## src/rtl/rv32_fetch_decode.sv

```systemverilog
// Fetch/decode front end: word PC, built-in instruction ROM, bypassed 32x32 register file,
// control decode and immediate generation, with a sticky halt that freezes fetch.
module rv32_fetch_decode (
    input  logic        clk,
    input  logic        reset,
    input  logic [4:0]  jump_pc,
    input  logic        should_jump,
    input  logic [4:0]  in_write_reg,
    input  logic [31:0] write_data,
    input  logic        in_reg_wrenable,
    output logic [31:0] read_data1,
    output logic [31:0] read_data2,
    output logic [31:0] imm,
    output logic [4:0]  out_write_reg,
    output logic        out_reg_wrenable,
    output logic [3:0]  jump_type,
    output logic        mem_wrenable,
    output logic        mem_to_reg,
    output logic        alu_src,
    output logic [4:0]  alu_op,
    output logic [4:0]  pc
);
    localparam logic [31:0] NOP_INSTR = 32'h0000_0013;

    localparam logic [6:0] OPC_OP     = 7'h33;
    localparam logic [6:0] OPC_OP_IMM = 7'h13;
    localparam logic [6:0] OPC_LOAD   = 7'h03;
    localparam logic [6:0] OPC_STORE  = 7'h23;
    localparam logic [6:0] OPC_BRANCH = 7'h63;
    localparam logic [6:0] OPC_JAL    = 7'h6F;
    localparam logic [6:0] OPC_JALR   = 7'h67;
    localparam logic [6:0] OPC_LUI    = 7'h37;
    localparam logic [6:0] OPC_SYSTEM = 7'h73;

    localparam logic [4:0] ALU_ADD   = 5'd0;
    localparam logic [4:0] ALU_SUB   = 5'd1;
    localparam logic [4:0] ALU_SLL   = 5'd2;
    localparam logic [4:0] ALU_SLT   = 5'd3;
    localparam logic [4:0] ALU_SLTU  = 5'd4;
    localparam logic [4:0] ALU_XOR   = 5'd5;
    localparam logic [4:0] ALU_SRL   = 5'd6;
    localparam logic [4:0] ALU_SRA   = 5'd7;
    localparam logic [4:0] ALU_OR    = 5'd8;
    localparam logic [4:0] ALU_AND   = 5'd9;
    localparam logic [4:0] ALU_PASSB = 5'd10;
    localparam logic [4:0] ALU_BEQ   = 5'd11;
    localparam logic [4:0] ALU_BNE   = 5'd12;
    localparam logic [4:0] ALU_BLT   = 5'd13;
    localparam logic [4:0] ALU_BGE   = 5'd14;
    localparam logic [4:0] ALU_BLTU  = 5'd15;
    localparam logic [4:0] ALU_BGEU  = 5'd16;

    logic        halted;
    logic        halt_decoded;
    logic [31:0] regs [32];
    logic [31:0] rom_word;
    logic [31:0] instr;

    always_comb begin
        unique case (pc)
            5'd0:    rom_word = 32'h0050_0093;
            5'd1:    rom_word = 32'h0070_0113;
            5'd2:    rom_word = 32'h0020_81B3;
            5'd3:    rom_word = 32'h0030_2023;
            5'd4:    rom_word = 32'h0000_2203;
            5'd5:    rom_word = 32'h0010_8463;
            5'd6:    rom_word = 32'h0000_0073;
            default: rom_word = NOP_INSTR;
        endcase
    end

    assign instr = halted ? NOP_INSTR : rom_word;

    logic [6:0]  opcode;
    logic [2:0]  funct3;
    logic        alt;
    logic [4:0]  rs1;
    logic [4:0]  rs2;
    logic [31:0] imm_i, imm_s, imm_b, imm_u, imm_j;

    assign opcode        = instr[6:0];
    assign funct3        = instr[14:12];
    assign alt           = instr[30];
    assign rs1           = instr[19:15];
    assign rs2           = instr[24:20];
    assign out_write_reg = instr[11:7];

    assign imm_i = {{20{instr[31]}}, instr[31:20]};
    assign imm_s = {{20{instr[31]}}, instr[31:25], instr[11:7]};
    assign imm_b = {{19{instr[31]}}, instr[31], instr[7], instr[30:25], instr[11:8], 1'b0};
    assign imm_u = {instr[31:12], 12'b0};
    assign imm_j = {{11{instr[31]}}, instr[31], instr[19:12], instr[20], instr[30:21], 1'b0};

    // Register-register ops use funct7[5] to pick SUB; immediate ops only use it for SRAI.
    function automatic logic [4:0] arith_op(input logic [2:0] f3, input logic f7b5, input logic is_reg);
        case (f3)
            3'd0:    arith_op = (is_reg && f7b5) ? ALU_SUB : ALU_ADD;
            3'd1:    arith_op = ALU_SLL;
            3'd2:    arith_op = ALU_SLT;
            3'd3:    arith_op = ALU_SLTU;
            3'd4:    arith_op = ALU_XOR;
            3'd5:    arith_op = f7b5 ? ALU_SRA : ALU_SRL;
            3'd6:    arith_op = ALU_OR;
            default: arith_op = ALU_AND;
        endcase
    endfunction

    function automatic logic [4:0] branch_op(input logic [2:0] f3);
        case (f3)
            3'd1:    branch_op = ALU_BNE;
            3'd4:    branch_op = ALU_BLT;
            3'd5:    branch_op = ALU_BGE;
            3'd6:    branch_op = ALU_BLTU;
            3'd7:    branch_op = ALU_BGEU;
            default: branch_op = ALU_BEQ;
        endcase
    endfunction

    always_comb begin
        // NOTE: every output gets a default first so no opcode path can infer a latch.
        out_reg_wrenable = 1'b0;
        jump_type        = 4'd0;
        mem_wrenable     = 1'b0;
        mem_to_reg       = 1'b0;
        alu_src          = 1'b0;
        alu_op           = ALU_ADD;
        imm              = 32'd0;
        halt_decoded     = 1'b0;
        case (opcode)
            OPC_OP: begin
                out_reg_wrenable = 1'b1;
                alu_op           = arith_op(funct3, alt, 1'b1);
            end
            OPC_OP_IMM: begin
                out_reg_wrenable = 1'b1;
                alu_src          = 1'b1;
                alu_op           = arith_op(funct3, alt, 1'b0);
                imm              = imm_i;
            end
            OPC_LOAD: begin
                out_reg_wrenable = 1'b1;
                mem_to_reg       = 1'b1;
                alu_src          = 1'b1;
                imm              = imm_i;
            end
            OPC_STORE: begin
                mem_wrenable = 1'b1;
                alu_src      = 1'b1;
                imm          = imm_s;
            end
            OPC_BRANCH: begin
                jump_type = 4'd1;
                alu_op    = branch_op(funct3);
                imm       = imm_b;
            end
            OPC_JAL: begin
                jump_type        = 4'd2;
                out_reg_wrenable = 1'b1;
                imm              = imm_j;
            end
            OPC_JALR: begin
                jump_type        = 4'd3;
                out_reg_wrenable = 1'b1;
                alu_src          = 1'b1;
                imm              = imm_i;
            end
            OPC_LUI: begin
                out_reg_wrenable = 1'b1;
                alu_src          = 1'b1;
                alu_op           = ALU_PASSB;
                imm              = imm_u;
            end
            OPC_SYSTEM: halt_decoded = 1'b1;
            default: ;
        endcase
    end

    // Same-cycle writeback is forwarded so decode never sees a stale operand.
    function automatic logic [31:0] read_port(input logic [4:0] idx, input logic [31:0] stored);
        if (idx == 5'd0)
            read_port = 32'd0;
        else if (in_reg_wrenable && in_write_reg == idx)
            read_port = write_data;
        else
            read_port = stored;
    endfunction

    assign read_data1 = read_port(rs1, regs[rs1]);
    assign read_data2 = read_port(rs2, regs[rs2]);

    always_ff @(posedge clk) begin
        if (reset) begin
            pc     <= 5'd0;
            halted <= 1'b0;
            // NOTE: the register file is cleared on reset, so it is built from flops, not a RAM macro.
            for (int i = 0; i < 32; i++) regs[i] <= 32'd0;
        end else begin
            // NOTE: non-blocking assignments keep every update based on pre-edge values.
            if (in_reg_wrenable && in_write_reg != 5'd0)
                regs[in_write_reg] <= write_data;
            halted <= halted | halt_decoded;
            if (!halted)
                pc <= should_jump ? jump_pc : pc + 5'd1;
        end
    end
endmodule

```

## config.mk

```make
export PLATFORM = sky130hd
export DESIGN_NAME = rv32_fetch_decode
export DESIGN_NICKNAME = d
export VERILOG_FILES = /design/src/rtl/rv32_fetch_decode.sv
export SDC_FILE = /design/constraint.sdc
export NUM_CORES = 1
export LEC_CHECK = 0
export ABC_AREA = 1
export ABC_CLOCK_PERIOD_IN_PS = 4000
export BUFFER_PORTS_ARGS = -buffer_cell sky130_fd_sc_hd__buf_4
export CAP_MARGIN = 15
export CORE_MARGIN = 2
export CORE_UTILIZATION = 64
export CTS_BUF_LIST = sky130_fd_sc_hd__clkbuf_8
export CTS_CLUSTER_DIAMETER = 30
export CTS_CLUSTER_SIZE = 40
export DETAILED_ROUTE_END_ITERATION = 16
export HOLD_SLACK_MARGIN = 0.05
export MAX_ROUTING_LAYER = met4
export PLACE_DENSITY = 0.95
export SLEW_MARGIN = 40
export SYNTH_ARGS = -nofsm -noshare
export SYNTH_HDL_FRONTEND = slang
export SYNTH_SLANG_ARGS = --single-unit
```

## constraint.sdc

```tcl
create_clock -name clk -period 4 [get_ports clk]
set_clock_uncertainty 0.05 [all_clocks]
set_input_delay 0.4 -clock clk [delete_from_list [all_inputs] [get_ports clk]]
set_output_delay 0.4 -clock clk [all_outputs]
set_load 0.05 [all_outputs]
```

==> impl_metrics.env <==
export IMPL_initialDrtViolationCount=1652
export IMPL_report_final_hold_viol_count=0
export IMPL_crit_required_ns=3.55
export IMPL_antenna_left=0
export IMPL_htree_levels=4
export IMPL_grt_pass1_wl_um=48300
export IMPL_final_common_cell="nor2_1"
export IMPL_crit_start="pc[1]$_SDFFE_PP0N_"
export IMPL_fp_row_count=48
export IMPL_synth_top_family_by_area="simple AND/OR/NAND/NOR gates"
export IMPL_crit_type="reg2out"
export IMPL_synth_xor_xnor_area_share=0.00154
export IMPL_netlist_top_cell_by_area="edfxtp_1"
export IMPL_avgSynthCellArea_sq_um=8.36
export IMPL_synthArstFlopShare=0
export IMPL_io_pin_count=165
export IMPL_grt_max_degree=81
export IMPL_synthDistinctLibCells=35
export IMPL_final_nets=1514
export IMPL_area_growth_pct=11.6
export IMPL_layout_common_cells="nor2_1 (278), nand2_1 (264), edfxtp_1 (194), inv_1 (173), buf_4 (164)"
export IMPL_path_clk_slew_ns=0.10
export IMPL_vias=10300
export IMPL_grt_overflow=0
export IMPL_die_h_um=138
export IMPL_start_util=0.657
export IMPL_synth_edf_count=194
export IMPL_worstSkewPairLatency_ns=0.49
export IMPL_cts_buffer_depth=2
export IMPL_synthCells=1365
export IMPL_power_density_nw_per_um2=431
export IMPL_cp_start_kind="register"
export IMPL_fp_dieW_um=138
export IMPL_numCtsBuffers=17
export IMPL_min_from="reset"
export IMPL_root_buffer="clkbuf_8"
export IMPL_die_area_sq_um=18900
export IMPL_critPathCaptureType="primary output"
export IMPL_max_slew_margin_rel=0.451
export IMPL_ys_seq_elements=200
export IMPL_ys_seq_area_frac=0.521
export IMPL_cap_violations=0
export IMPL_clock_sinks=200
export IMPL_drv_slew=0
export IMPL_synth_compound_area_frac=0.0263
export IMPL_port_buffer_count=130
export IMPL_dp_hpwl_um=19400
export IMPL_muxShareOfSynthArea=0
export IMPL_path_max_fanout=35
export IMPL_hold_path_class="in2reg"
export IMPL_status="finished clean"
export IMPL_first_global_vias=9692
export IMPL_netlist_area_sq_um=11400
export IMPL_wl_um=31700
export IMPL_arrival_ns=3.42
export IMPL_antenna_cells=0
export IMPL_yosys_warnings=0
export IMPL_tightestPinTransition_ns=0.821
export IMPL_setup_violations=0
export IMPL_r2r_start="pc[1]$_SDFFE_PP0N_"
export IMPL_synth_top_cells_by_area="edfxtp_1 (51%), nor2_1 (9.1%), nand2_1 (8.7%), inv_1 (5.6%), nand3b_1 (4.1%)"
export IMPL_finalCritPeriodShare=0.967
export IMPL_synth_simple_area_share=0.323
export IMPL_synth_top_area_share=0.511
export IMPL_cts_tree="yes"
export IMPL_dr_pass1_iters=8
export IMPL_period_minus_slack_ns=3.87
export IMPL_grt_total_usage=0.347
export IMPL_drive_gt1_frac=0.175
export IMPL_avgViaCountPerCell=6.03
export IMPL_synth_main_ff_cell="edfxtp_1"
export IMPL_route_detailed_drc=0
export IMPL_tns_ns=0
export IMPL_place_gp_congestion=0.908
export IMPL_fmax_mhz=258
export IMPL_core_sq_um=17400
export IMPL_antenna_found_initial=0
export IMPL_fin_util=0.734
export IMPL_wl_per_cell_um=18.6
export IMPL_power_leakage_nw=5.95
export IMPL_ir_worst_vdd_v=0.000293
export IMPL_synth_fa_ha_area_frac=0.00439
## critical path, cell delays in order (launching register included)
cell     delay (ns)
dfxtp_1        0.37
inv_1          0.10
ha_1           0.22
nand2_1        0.12
nor2_4         0.19
nor2_2         0.07
nand2_2        0.14
nand2_4        0.26
inv_2          0.63
nand3_1        0.24
nand4_1        0.15
nand2_1        0.09
inv_1          0.09
nor2_2         0.04
buf_4          0.18
## state kept, by name, indices dropped and copies added, names as in the netlist
register and count:
regs 194, pc 5, halted 1
## per-layer routing
layer | vias up | GRT usage | share of wire
met1 | 4688 | 0.406 | 0.34
li1 | 4515 | - | -
met3 | 171 | 0.0725 | 0.13
met5 | - | - | 0
met4 | 0 | 0.183 | 0.051
met2 | 887 | 0.567 | 0.48
## cells in the mapped netlist, drive strengths merged (2+ instances only)
cell type / instances
nor2: 314
nand2: 274
edfxtp: 194
inv: 184
buf: 102
nand4: 64
nand3b: 62
nand3: 50
o21ai: 37
nor3: 35
clkbuf: 17
a21oi: 8
dfxtp: 6
ha: 4
a221oi: 3
o211ai: 3
clkinv: 2
xor2: 2
## path summary, 6_finish.rpt
check,end,slack [ns],depth (start not counted)
setup / recovery,read_data2[1],0.13,14
hold / removal,halted$_SDFF_PP0_,0.07,2
setup reg to reg,pc[4]$_SDFFE_PP0N_,2.46,6
hold reg to reg,pc[1]$_SDFFE_PP0N_,0.56,2
## area by class of cell
class | instances | area, sq um
inverters | 186 | 701
well taps | 225 | 282
fillers | 1140 | 4620
clock inverters | 15 | 136
repair buffers | 165 | 1250
multi-input cells | 894 | 4190
clock buffers | 17 | 234
flip-flops and latches | 200 | 5950
## repair_timing
action                                  4_1_cts  5_1_grt
buffers inserted                              0        2
gates resized for setup                       0        1
hold buffers                                  0        0
endpoints found under the setup margin        0       31
## through the flow
step	hold WS (ns)	cell area, sq um	cells	total power, W	setup slack (ns)
2_1_floorplan	0.419	11500	1399	0.00379	0.542
3_5_place_dp	0.544	12300	1668	0.00422	0.711
5_1_grt	0.0702	12700	1702	0.00567	-0.00915
6_report	0.0715	12700	1702	0.00550	0.131
3_3_place_gp	0.513	12300	1668	0.00416	0.927
4_1_cts	0.0626	12700	1700	0.00545	0.120
## kinds of logic after synthesis
family,Yosys count
simple gates,800
buf+inv,305
flops,200
compound gates,53
fa+ha+maj,4
xor+xnor,2
other cells,1
## where the power goes
| group | switching [W] | internal (W) | leakage [nW] |
|---|---|---|---|
| Sequential | 0.0000438 | 0.00240 | 1.90 |
| Combinational | 0.00130 | 0.000471 | 3.85 |
| Clock | 0.000726 | 0.000546 | 0.199 |
| Total | 0.00207 | 0.00342 | 5.95 |
No activity file was read; power rests on OpenSTA's default activity.
